<file path="src/rtl/c2h_cmpt_gen_if.sv">
// Stream and completion handshake bundle for c2h_cmpt_gen.
// master = the surrounding logic (traffic generator, QDMA), slave = c2h_cmpt_gen.
interface c2h_cmpt_gen_if #(
  parameter int RX_LEN = 512,
  parameter int RX_BEN = RX_LEN / 8
);
  // Traffic generator -> stage
  logic              s_rx_valid;
  logic [RX_LEN-1:0] s_rx_data;
  logic [RX_BEN-1:0] s_rx_ben;
  logic              s_rx_last;
  logic              s_rx_ready;
  // Stage -> QDMA C2H stream
  logic              m_rx_valid;
  logic [RX_LEN-1:0] m_rx_data;
  logic [RX_BEN-1:0] m_rx_ben;
  logic              m_rx_last;
  logic              m_rx_ready;
  // Completion entries
  logic              cmpt_valid;
  logic [127:0]      cmpt_data;
  logic              cmpt_ready;

  modport master (
    output s_rx_valid, s_rx_data, s_rx_ben, s_rx_last, m_rx_ready, cmpt_ready,
    input  s_rx_ready, m_rx_valid, m_rx_data, m_rx_ben, m_rx_last, cmpt_valid, cmpt_data
  );

  modport slave (
    input  s_rx_valid, s_rx_data, s_rx_ben, s_rx_last, m_rx_ready, cmpt_ready,
    output s_rx_ready, m_rx_valid, m_rx_data, m_rx_ben, m_rx_last, cmpt_valid, cmpt_data
  );
endinterface

</file>
<file path="src/rtl/c2h_cmpt_gen.sv">
// C2H pass-through stage: forwards beats unchanged, sizes each packet from its
// byte enables, flags malformed packets, queues one 128-bit completion per
// packet and keeps packet/byte/error statistics.
module c2h_cmpt_gen #(
  parameter int RX_LEN     = 512,
  parameter int RX_BEN     = RX_LEN / 8,
  parameter int QID_W      = 11,
  parameter int FIFO_DEPTH = 8
) (
  input  logic             axi_aclk,
  input  logic             axi_areset,
  input  logic [QID_W-1:0] qid,
  input  logic             stat_clr,
  c2h_cmpt_gen_if.slave    bus,
  output logic [31:0]      pkt_cnt,
  output logic [31:0]      byte_cnt,
  output logic [15:0]      err_cnt
);

  localparam int AW  = $clog2(FIFO_DEPTH);
  localparam int BSW = $clog2(RX_BEN + 1);
  localparam int EW  = 1 + QID_W + 32;   // {err, qid, seq, len}

  logic [AW:0]        wr_ptr_q, rd_ptr_q;
  logic [AW:0]        fifo_cnt;
  logic               full, empty, accept, push, pop;
  logic [EW-1:0]      fifo_mem [FIFO_DEPTH];
  logic [EW-1:0]      head, push_entry;

  logic [15:0]        len_q, len_d, seq_q, seq_d;
  logic               err_q, err_d, in_pkt_q, in_pkt_d;
  logic [QID_W-1:0]   qid_q, qid_d, qid_pkt;

  logic [BSW-1:0]     beat_size;
  logic [RX_BEN-1:0]  ben_inc;
  logic               noncontig, len_sat, beat_err, pkt_err;
  logic [16:0]        len_sum;
  logic [15:0]        len_new;

  logic               cmpt_valid_q;
  logic [127:0]       cmpt_data_q, cmpt_d;

  logic [31:0]        pkt_cnt_q, pkt_cnt_d, byte_cnt_q, byte_cnt_d, pkt_base, byte_base;
  logic [15:0]        err_cnt_q, err_cnt_d, err_base;

  // Zero-latency data path; only the handshake is gated by FIFO fullness.
  assign fifo_cnt       = wr_ptr_q - rd_ptr_q;
  assign full           = (fifo_cnt == (AW+1)'(FIFO_DEPTH));
  assign empty          = (wr_ptr_q == rd_ptr_q);
  assign bus.m_rx_data  = bus.s_rx_data;
  assign bus.m_rx_ben   = bus.s_rx_ben;
  assign bus.m_rx_last  = bus.s_rx_last;
  assign bus.m_rx_valid = bus.s_rx_valid & ~full;
  assign bus.s_rx_ready = bus.m_rx_ready & ~full;
  assign accept         = bus.s_rx_valid & bus.s_rx_ready;
  assign push           = accept & bus.s_rx_last;
  assign pop            = ~empty & (~cmpt_valid_q | bus.cmpt_ready);

  // Beat size, ben sanity and the saturating length sum for the current beat.
  always_comb begin
    // NOTE: every combinational output gets a default first so no path leaves it unassigned (no latch).
    beat_size = '0;
    for (int i = 0; i < RX_BEN; i++) beat_size = beat_size + BSW'(bus.s_rx_ben[i]);
    ben_inc    = bus.s_rx_ben + RX_BEN'(1);
    noncontig  = |(bus.s_rx_ben & ben_inc);   // zero only for 0..01..1 patterns
    len_sum    = {1'b0, len_q} + 17'(beat_size);
    len_sat    = len_sum[16];
    len_new    = len_sat ? 16'hFFFF : len_sum[15:0];
    beat_err   = (~bus.s_rx_last & ~&bus.s_rx_ben) | noncontig | len_sat;
    pkt_err    = err_q | beat_err;
    qid_pkt    = in_pkt_q ? qid_q : qid;      // single-beat packets use qid directly
    push_entry = {pkt_err, qid_pkt, seq_q, len_new};
  end

  // Packet accumulation: length, sticky error, captured qid, sequence number.
  always_comb begin
    len_d    = len_q;
    err_d    = err_q;
    in_pkt_d = in_pkt_q;
    qid_d    = qid_q;
    seq_d    = seq_q;
    if (accept) begin
      if (bus.s_rx_last) begin
        len_d    = '0;
        err_d    = 1'b0;
        in_pkt_d = 1'b0;
        seq_d    = seq_q + 16'd1;
      end else begin
        len_d    = len_new;
        err_d    = pkt_err;
        in_pkt_d = 1'b1;
        if (!in_pkt_q) qid_d = qid;
      end
    end
  end

  // Packet state and FIFO pointer registers.
  always_ff @(posedge axi_aclk) begin
    // NOTE: sequential state uses non-blocking assignments so all registers update from pre-edge values.
    if (axi_areset) begin
      len_q    <= '0;
      err_q    <= 1'b0;
      in_pkt_q <= 1'b0;
      qid_q    <= '0;
      seq_q    <= '0;
      wr_ptr_q <= '0;
      rd_ptr_q <= '0;
    end else begin
      len_q    <= len_d;
      err_q    <= err_d;
      in_pkt_q <= in_pkt_d;
      qid_q    <= qid_d;
      seq_q    <= seq_d;
      if (push) wr_ptr_q <= wr_ptr_q + 1'b1;
      if (pop)  rd_ptr_q <= rd_ptr_q + 1'b1;
    end
  end

  // Pending-completion storage.
  always_ff @(posedge axi_aclk) begin
    // NOTE: storage array is not reset; the pointers alone define which entries are valid.
    if (push) fifo_mem[wr_ptr_q[AW-1:0]] <= push_entry;
  end

  // Map the FIFO head onto the completion entry layout.
  always_comb begin
    head                  = fifo_mem[rd_ptr_q[AW-1:0]];
    cmpt_d                = '0;
    cmpt_d[15:0]          = head[15:0];
    cmpt_d[31:16]         = head[31:16];
    cmpt_d[31+QID_W:32]   = head[32 +: QID_W];
    cmpt_d[48]            = head[EW-1];
  end

  // Completion output register: load on pop, hold until accepted.
  always_ff @(posedge axi_aclk) begin
    if (axi_areset) begin
      cmpt_valid_q <= 1'b0;
      cmpt_data_q  <= '0;
    end else if (pop) begin
      cmpt_valid_q <= 1'b1;
      cmpt_data_q  <= cmpt_d;
    end else if (bus.cmpt_ready) begin
      cmpt_valid_q <= 1'b0;
    end
  end

  assign bus.cmpt_valid = cmpt_valid_q;
  assign bus.cmpt_data  = cmpt_data_q;

  // Statistics next-state; a clear restarts from zero but still takes this cycle's increment.
  always_comb begin
    pkt_base   = stat_clr ? 32'd0 : pkt_cnt_q;
    byte_base  = stat_clr ? 32'd0 : byte_cnt_q;
    err_base   = stat_clr ? 16'd0 : err_cnt_q;
    pkt_cnt_d  = pkt_base + {31'd0, push};
    byte_cnt_d = byte_base + (accept ? 32'(beat_size) : 32'd0);
    err_cnt_d  = (push && pkt_err && err_base != 16'hFFFF) ? err_base + 16'd1 : err_base;
  end

  // Statistics registers.
  always_ff @(posedge axi_aclk) begin
    if (axi_areset) begin
      pkt_cnt_q  <= '0;
      byte_cnt_q <= '0;
      err_cnt_q  <= '0;
    end else begin
      pkt_cnt_q  <= pkt_cnt_d;
      byte_cnt_q <= byte_cnt_d;
      err_cnt_q  <= err_cnt_d;
    end
  end

  assign pkt_cnt  = pkt_cnt_q;
  assign byte_cnt = byte_cnt_q;
  assign err_cnt  = err_cnt_q;

endmodule

</file>
<file path="src/flat_wrapper.sv">
// flat-port wrapper written by rule: the top's interface ports become plain ports
module c2h_cmpt_gen_flat 
#(
  parameter int RX_LEN     = 512,
  parameter int RX_BEN     = RX_LEN / 8,
  parameter int QID_W      = 11,
  parameter int FIFO_DEPTH = 8
)
  (axi_aclk, axi_areset, qid, stat_clr, pkt_cnt, byte_cnt, err_cnt, bus_s_rx_valid, bus_s_rx_data, bus_s_rx_ben, bus_s_rx_last, bus_m_rx_ready, bus_cmpt_ready, bus_s_rx_ready, bus_m_rx_valid, bus_m_rx_data, bus_m_rx_ben, bus_m_rx_last, bus_cmpt_valid, bus_cmpt_data);
  c2h_cmpt_gen_if #(.RX_LEN(RX_LEN), .RX_BEN(RX_BEN)) bus_i ();
  input  logic axi_aclk;
  input  logic axi_areset;
  input  logic [QID_W-1:0] qid;
  input  logic stat_clr;
  output logic [31:0] pkt_cnt;
  output logic [31:0] byte_cnt;
  output logic [15:0] err_cnt;
  input wire logic [$bits(bus_i.s_rx_valid)-1:0] bus_s_rx_valid;
  input wire logic [$bits(bus_i.s_rx_data)-1:0] bus_s_rx_data;
  input wire logic [$bits(bus_i.s_rx_ben)-1:0] bus_s_rx_ben;
  input wire logic [$bits(bus_i.s_rx_last)-1:0] bus_s_rx_last;
  input wire logic [$bits(bus_i.m_rx_ready)-1:0] bus_m_rx_ready;
  input wire logic [$bits(bus_i.cmpt_ready)-1:0] bus_cmpt_ready;
  output wire logic [$bits(bus_i.s_rx_ready)-1:0] bus_s_rx_ready;
  output wire logic [$bits(bus_i.m_rx_valid)-1:0] bus_m_rx_valid;
  output wire logic [$bits(bus_i.m_rx_data)-1:0] bus_m_rx_data;
  output wire logic [$bits(bus_i.m_rx_ben)-1:0] bus_m_rx_ben;
  output wire logic [$bits(bus_i.m_rx_last)-1:0] bus_m_rx_last;
  output wire logic [$bits(bus_i.cmpt_valid)-1:0] bus_cmpt_valid;
  output wire logic [$bits(bus_i.cmpt_data)-1:0] bus_cmpt_data;
  assign bus_i.s_rx_valid = bus_s_rx_valid;
  assign bus_i.s_rx_data = bus_s_rx_data;
  assign bus_i.s_rx_ben = bus_s_rx_ben;
  assign bus_i.s_rx_last = bus_s_rx_last;
  assign bus_i.m_rx_ready = bus_m_rx_ready;
  assign bus_i.cmpt_ready = bus_cmpt_ready;
  assign bus_s_rx_ready = bus_i.s_rx_ready;
  assign bus_m_rx_valid = bus_i.m_rx_valid;
  assign bus_m_rx_data = bus_i.m_rx_data;
  assign bus_m_rx_ben = bus_i.m_rx_ben;
  assign bus_m_rx_last = bus_i.m_rx_last;
  assign bus_cmpt_valid = bus_i.cmpt_valid;
  assign bus_cmpt_data = bus_i.cmpt_data;
  c2h_cmpt_gen #(.RX_LEN(RX_LEN), .RX_BEN(RX_BEN), .QID_W(QID_W), .FIFO_DEPTH(FIFO_DEPTH)) u_core (.axi_aclk(axi_aclk), .axi_areset(axi_areset), .qid(qid), .stat_clr(stat_clr), .bus(bus_i), .pkt_cnt(pkt_cnt), .byte_cnt(byte_cnt), .err_cnt(err_cnt));
endmodule
</file>
<file path="config.mk">
export PLATFORM = sky130hd
export DESIGN_NAME = c2h_cmpt_gen_flat
export DESIGN_NICKNAME = d
export VERILOG_FILES = /design/src/rtl/c2h_cmpt_gen_if.sv /design/src/rtl/c2h_cmpt_gen.sv /design/src/flat_wrapper.sv
export SDC_FILE = /design/constraint.sdc
export NUM_CORES = 1
export LEC_CHECK = 0
export ABC_CLOCK_PERIOD_IN_PS = 8000
export CELL_PAD_IN_SITES_DETAIL_PLACEMENT = 0
export CELL_PAD_IN_SITES_GLOBAL_PLACEMENT = 1
export CORE_AREA = 2 2 539 541
export DETAILED_ROUTE_END_ITERATION = 10
export DIE_AREA = 0 0 541 543
export GPL_TIMING_DRIVEN = 0
export PLACE_DENSITY_LB_ADDON = 0.3
export SLEW_MARGIN = 25
export SYNTH_ARGS = -nofsm -noshare
export SYNTH_HDL_FRONTEND = slang
export SYNTH_SLANG_ARGS = --single-unit
</file>
<file path="constraint.sdc">
create_clock -name axi_aclk -period 8 [get_ports axi_aclk]
set_clock_uncertainty 0.15 [all_clocks]
set_input_delay 1.2 -clock axi_aclk [delete_from_list [all_inputs] [get_ports axi_aclk]]
set_output_delay 1.2 -clock axi_aclk [all_outputs]
set_load 0.01 [all_outputs]
</file>
==> metrics <==
unrepaired setup endpoints after global routing=yes; TNS Setup=-26.88 ns; initial antenna violation count=29; CTS Buf Count=51; RD Place Congestion=just under 0.9; Yosys top cell area share=0.360; H-tree depth=2; Worst VDD drop=0.00139 V; Setup crit end kind=register; distinct cell type count after synthesis=roughly 70; Root Buffer=clkbuf_16; maximum fanout along the worst path=6; Critical-path top delay cell=fa_1; via count=22900; Max-slew headroom=0.283; CTS Buffer Depth=3; Design Area, Final=between 0.04 and 0.05 sq mm; Post-synth EDFFs=~350; Worst Hold Class=register to register; core area=0.287 sq mm; Iter 0 DRT Violations=roughly 1700; pwr dens=~510 mW/mm^2; worst-skew pair later-pin latency=approximately 0.65 ns; fin crit share=1.06; FF+latch count, synth=530; number of global-route vias before repair=23000; fraction of layout cells with a size suffix above 1=0.318; crit path from=bus_s_rx_ben[56]; Boundary Pins=roughly 1400; cells after synthesis=about 2600; Via-to-Cell Ratio=between 3 and 4; Reg-to-Reg Start=u_core.rd_ptr_q[1]; minimum clock period after layout=~8.5 ns; Arr. time, crit path=8.86 ns; Syn Std Cell Area=between 0.02 and 0.03 sq mm; largest net degree at the start of global routing=17; Clock transition at path regs=approximately 0.060 ns; hold_sp=u_core.byte_cnt[27]; P&R area growth vs syn=59.2%; CTS tree=yes; post-synth top area cell=edfxtp_1; Initial Util=0.102; worst setup path class=input port to register; die height=543 um; Startpoint Class=input port; Die X=541 um; Hold Slack=about 0.32 ns; fin. max-slew vios=0; sequential share of the synthesized area=0.481; warnings from Yosys=0; synthesized area per cell=between 10 and 15 sq um; WL final=around 150000 um; Tot Pwr=between 20 and 25 mW; DIE AREA=slightly below 0.3 sq mm; CP max stage delay=approximately 0.54 ns; worst-margin pin slew=1.07 ns; post-route worst setup slack=-0.470 ns; Max Fclk=0.118 GHz; top cells by area, synth=edfxtp_1, buf_4, dfxtp_1; status=finished, violations left; first-pass GRT wire length=just under 200000 um; Crit path top cell by count=fa_1; Hold Violations, Final=0; top-count cell post-synth=buf_4; First-pass DRT Iterations=5; Post-synth top cells=buf_4, edfxtp_1, nand2_1; max cap viols=0; std cell rows=about 200; failing checks=negative setup slack; Total GRT Usage=0.0955; GRT overflow=0; Sink Count=530; FFs w/ async S/R, synth=0; Synth Flop Type=edfxtp_1; leak pwr=approximately 17 nW; Routed wire per std cell=20.0 um; DRC violations left=0; input/output buffers=785; DP Area=approximately 0.043 sq mm; Final Setup Violations=182; cts-stage hold buffer count=0; Post-DP HPWL=around 120000 um; Final Net Count=4344; antenna-violating nets left=0; worst endpoint required time=around 8.4 ns
-- what timing repair did --
item / in CTS / in global routing
pin swaps: 54 / 49
setup endpoints to repair: 201 / 208
endpoints found under the hold margin: 0 / 0
gates cloned: 6 / 0
buffers inserted: 43 / 18
resized for setup: 273 / 114
-- layer usage --
metal,track usage,part of all wire
met5,0.00115,0.00049
met4,0.00833,0.0083
met3,0.0268,0.075
met2,0.132,0.41
met1,0.148,0.51
-- cell families after synthesis --
logic type                 synth area share
AOI/OAI and AO/OA                    0.0525
xor gates and xnor gates             0.0232
adders and majority gates            0.0552
buffers and inverters                 0.196
DFF                                   0.481
muxes                                0.0757
other                              0.000128
and+or+nand+nor                       0.116
-- area by class of cell --
type | instances | area, sq um
Antenna cell | 8 | 20.0
Clock buffer | 69 | 1410
Sequential cell | 530 | 14100
Clock inverter | 26 | 442
Fill cell | 32100 | 241000
Buffer | 746 | 5380
Inverter | 126 | 484
Multi-Input combinational cell | 1295 | 11000
Tap cell | 3781 | 4730
Timing Repair Buffer | 904 | 9200
-- critical path: cells and delay by family --
| kind | cells | cell delay [ns] |
|---|---|---|
| AND/OR/NAND/NOR | 4 | 0.82 |
| adder cells (fa/ha/maj) | 11 | 4.95 |
| buffers and inverters | 9 | 0.87 |
| AO/OA/AOI/OAI | 6 | 0.93 |
| XOR/XNOR | 1 | 0.07 |
-- final timing paths --
kind	endpoint	slack, ns	cells after the start
max	u_core.byte_cnt[26]	-0.47	31
min	u_core.byte_cnt[27]	0.32	2
max reg2reg	u_core.pkt_cnt[27]	0.91	20
min reg2reg	u_core.byte_cnt[27]	0.32	2
-- stage by stage --
step	instances	setup slack, ns	util
2_1_floorplan	2693	-0.398	-
3_3_place_gp	7259	-6.43	0.148
3_5_place_dp	7316	-2.96	0.151
4_1_cts	7460	-0.694	0.161
5_1_grt	7477	-0.690	0.163
6_report	7485	-0.470	0.163
-- report_power, final --
| part | leakage (nW) | total [mW] | internal (mW) | switching, mW |
|---|---|---|---|---|
| clock | 0.898 | 2.70 | 1.55 | 1.15 |
| combinational | 11.6 | 16.8 | 8.22 | 8.55 |
| sequential | 4.73 | 4.37 | 4.28 | 0.0864 |
| total | 17.2 | 23.8 | 14.1 | 9.79 |
-- cells in the final DEF (no fill, tap or decap), types with 9 or more instances in the layout --
cell type	count
clkbuf_16	53
dfxtp_1	178
clkdlybuf4s50_1	748
conb_1	84
and3_1	19
o31ai_1	16
nor2_1	179
a21oi_1	24
clkbuf_1	59
o21ai_0	27
inv_1	109
buf_8	9
nor3_1	43
buf_2	30
mux2_2	11
nand2_1	201
buf_12	13
inv_2	13
nand3_1	54
clkbuf_2	9
or3_1	16
buf_6	47
nor3_2	9
nand4_1	52
buf_16	9
xnor2_1	44
edfxtp_1	352
fa_1	52
nor4_1	12
bufinv_16	9
nor2b_1	34
a311oi_1	44
xor2_1	24
ha_1	33
mux4_2	88
buf_4	713
buf_1	15
-- registers in the layout, indices dropped and copies added (netlist names) --
signal                 count
u_core.len_q              16
u_core.pkt_cnt            32
u_core.byte_cnt           32
u_core.rd_ptr_q            4
u_core.err_cnt            16
u_core.bus.cmpt_data      44
u_core.err_q               1
u_core.in_pkt_q            1
u_core.qid_q              11
u_core.seq_q              16
u_core.wr_ptr_q            4
u_core.bus.cmpt_valid      1
u_core.fifo_mem          352
No activity file was read; power rests on OpenSTA's default activity.
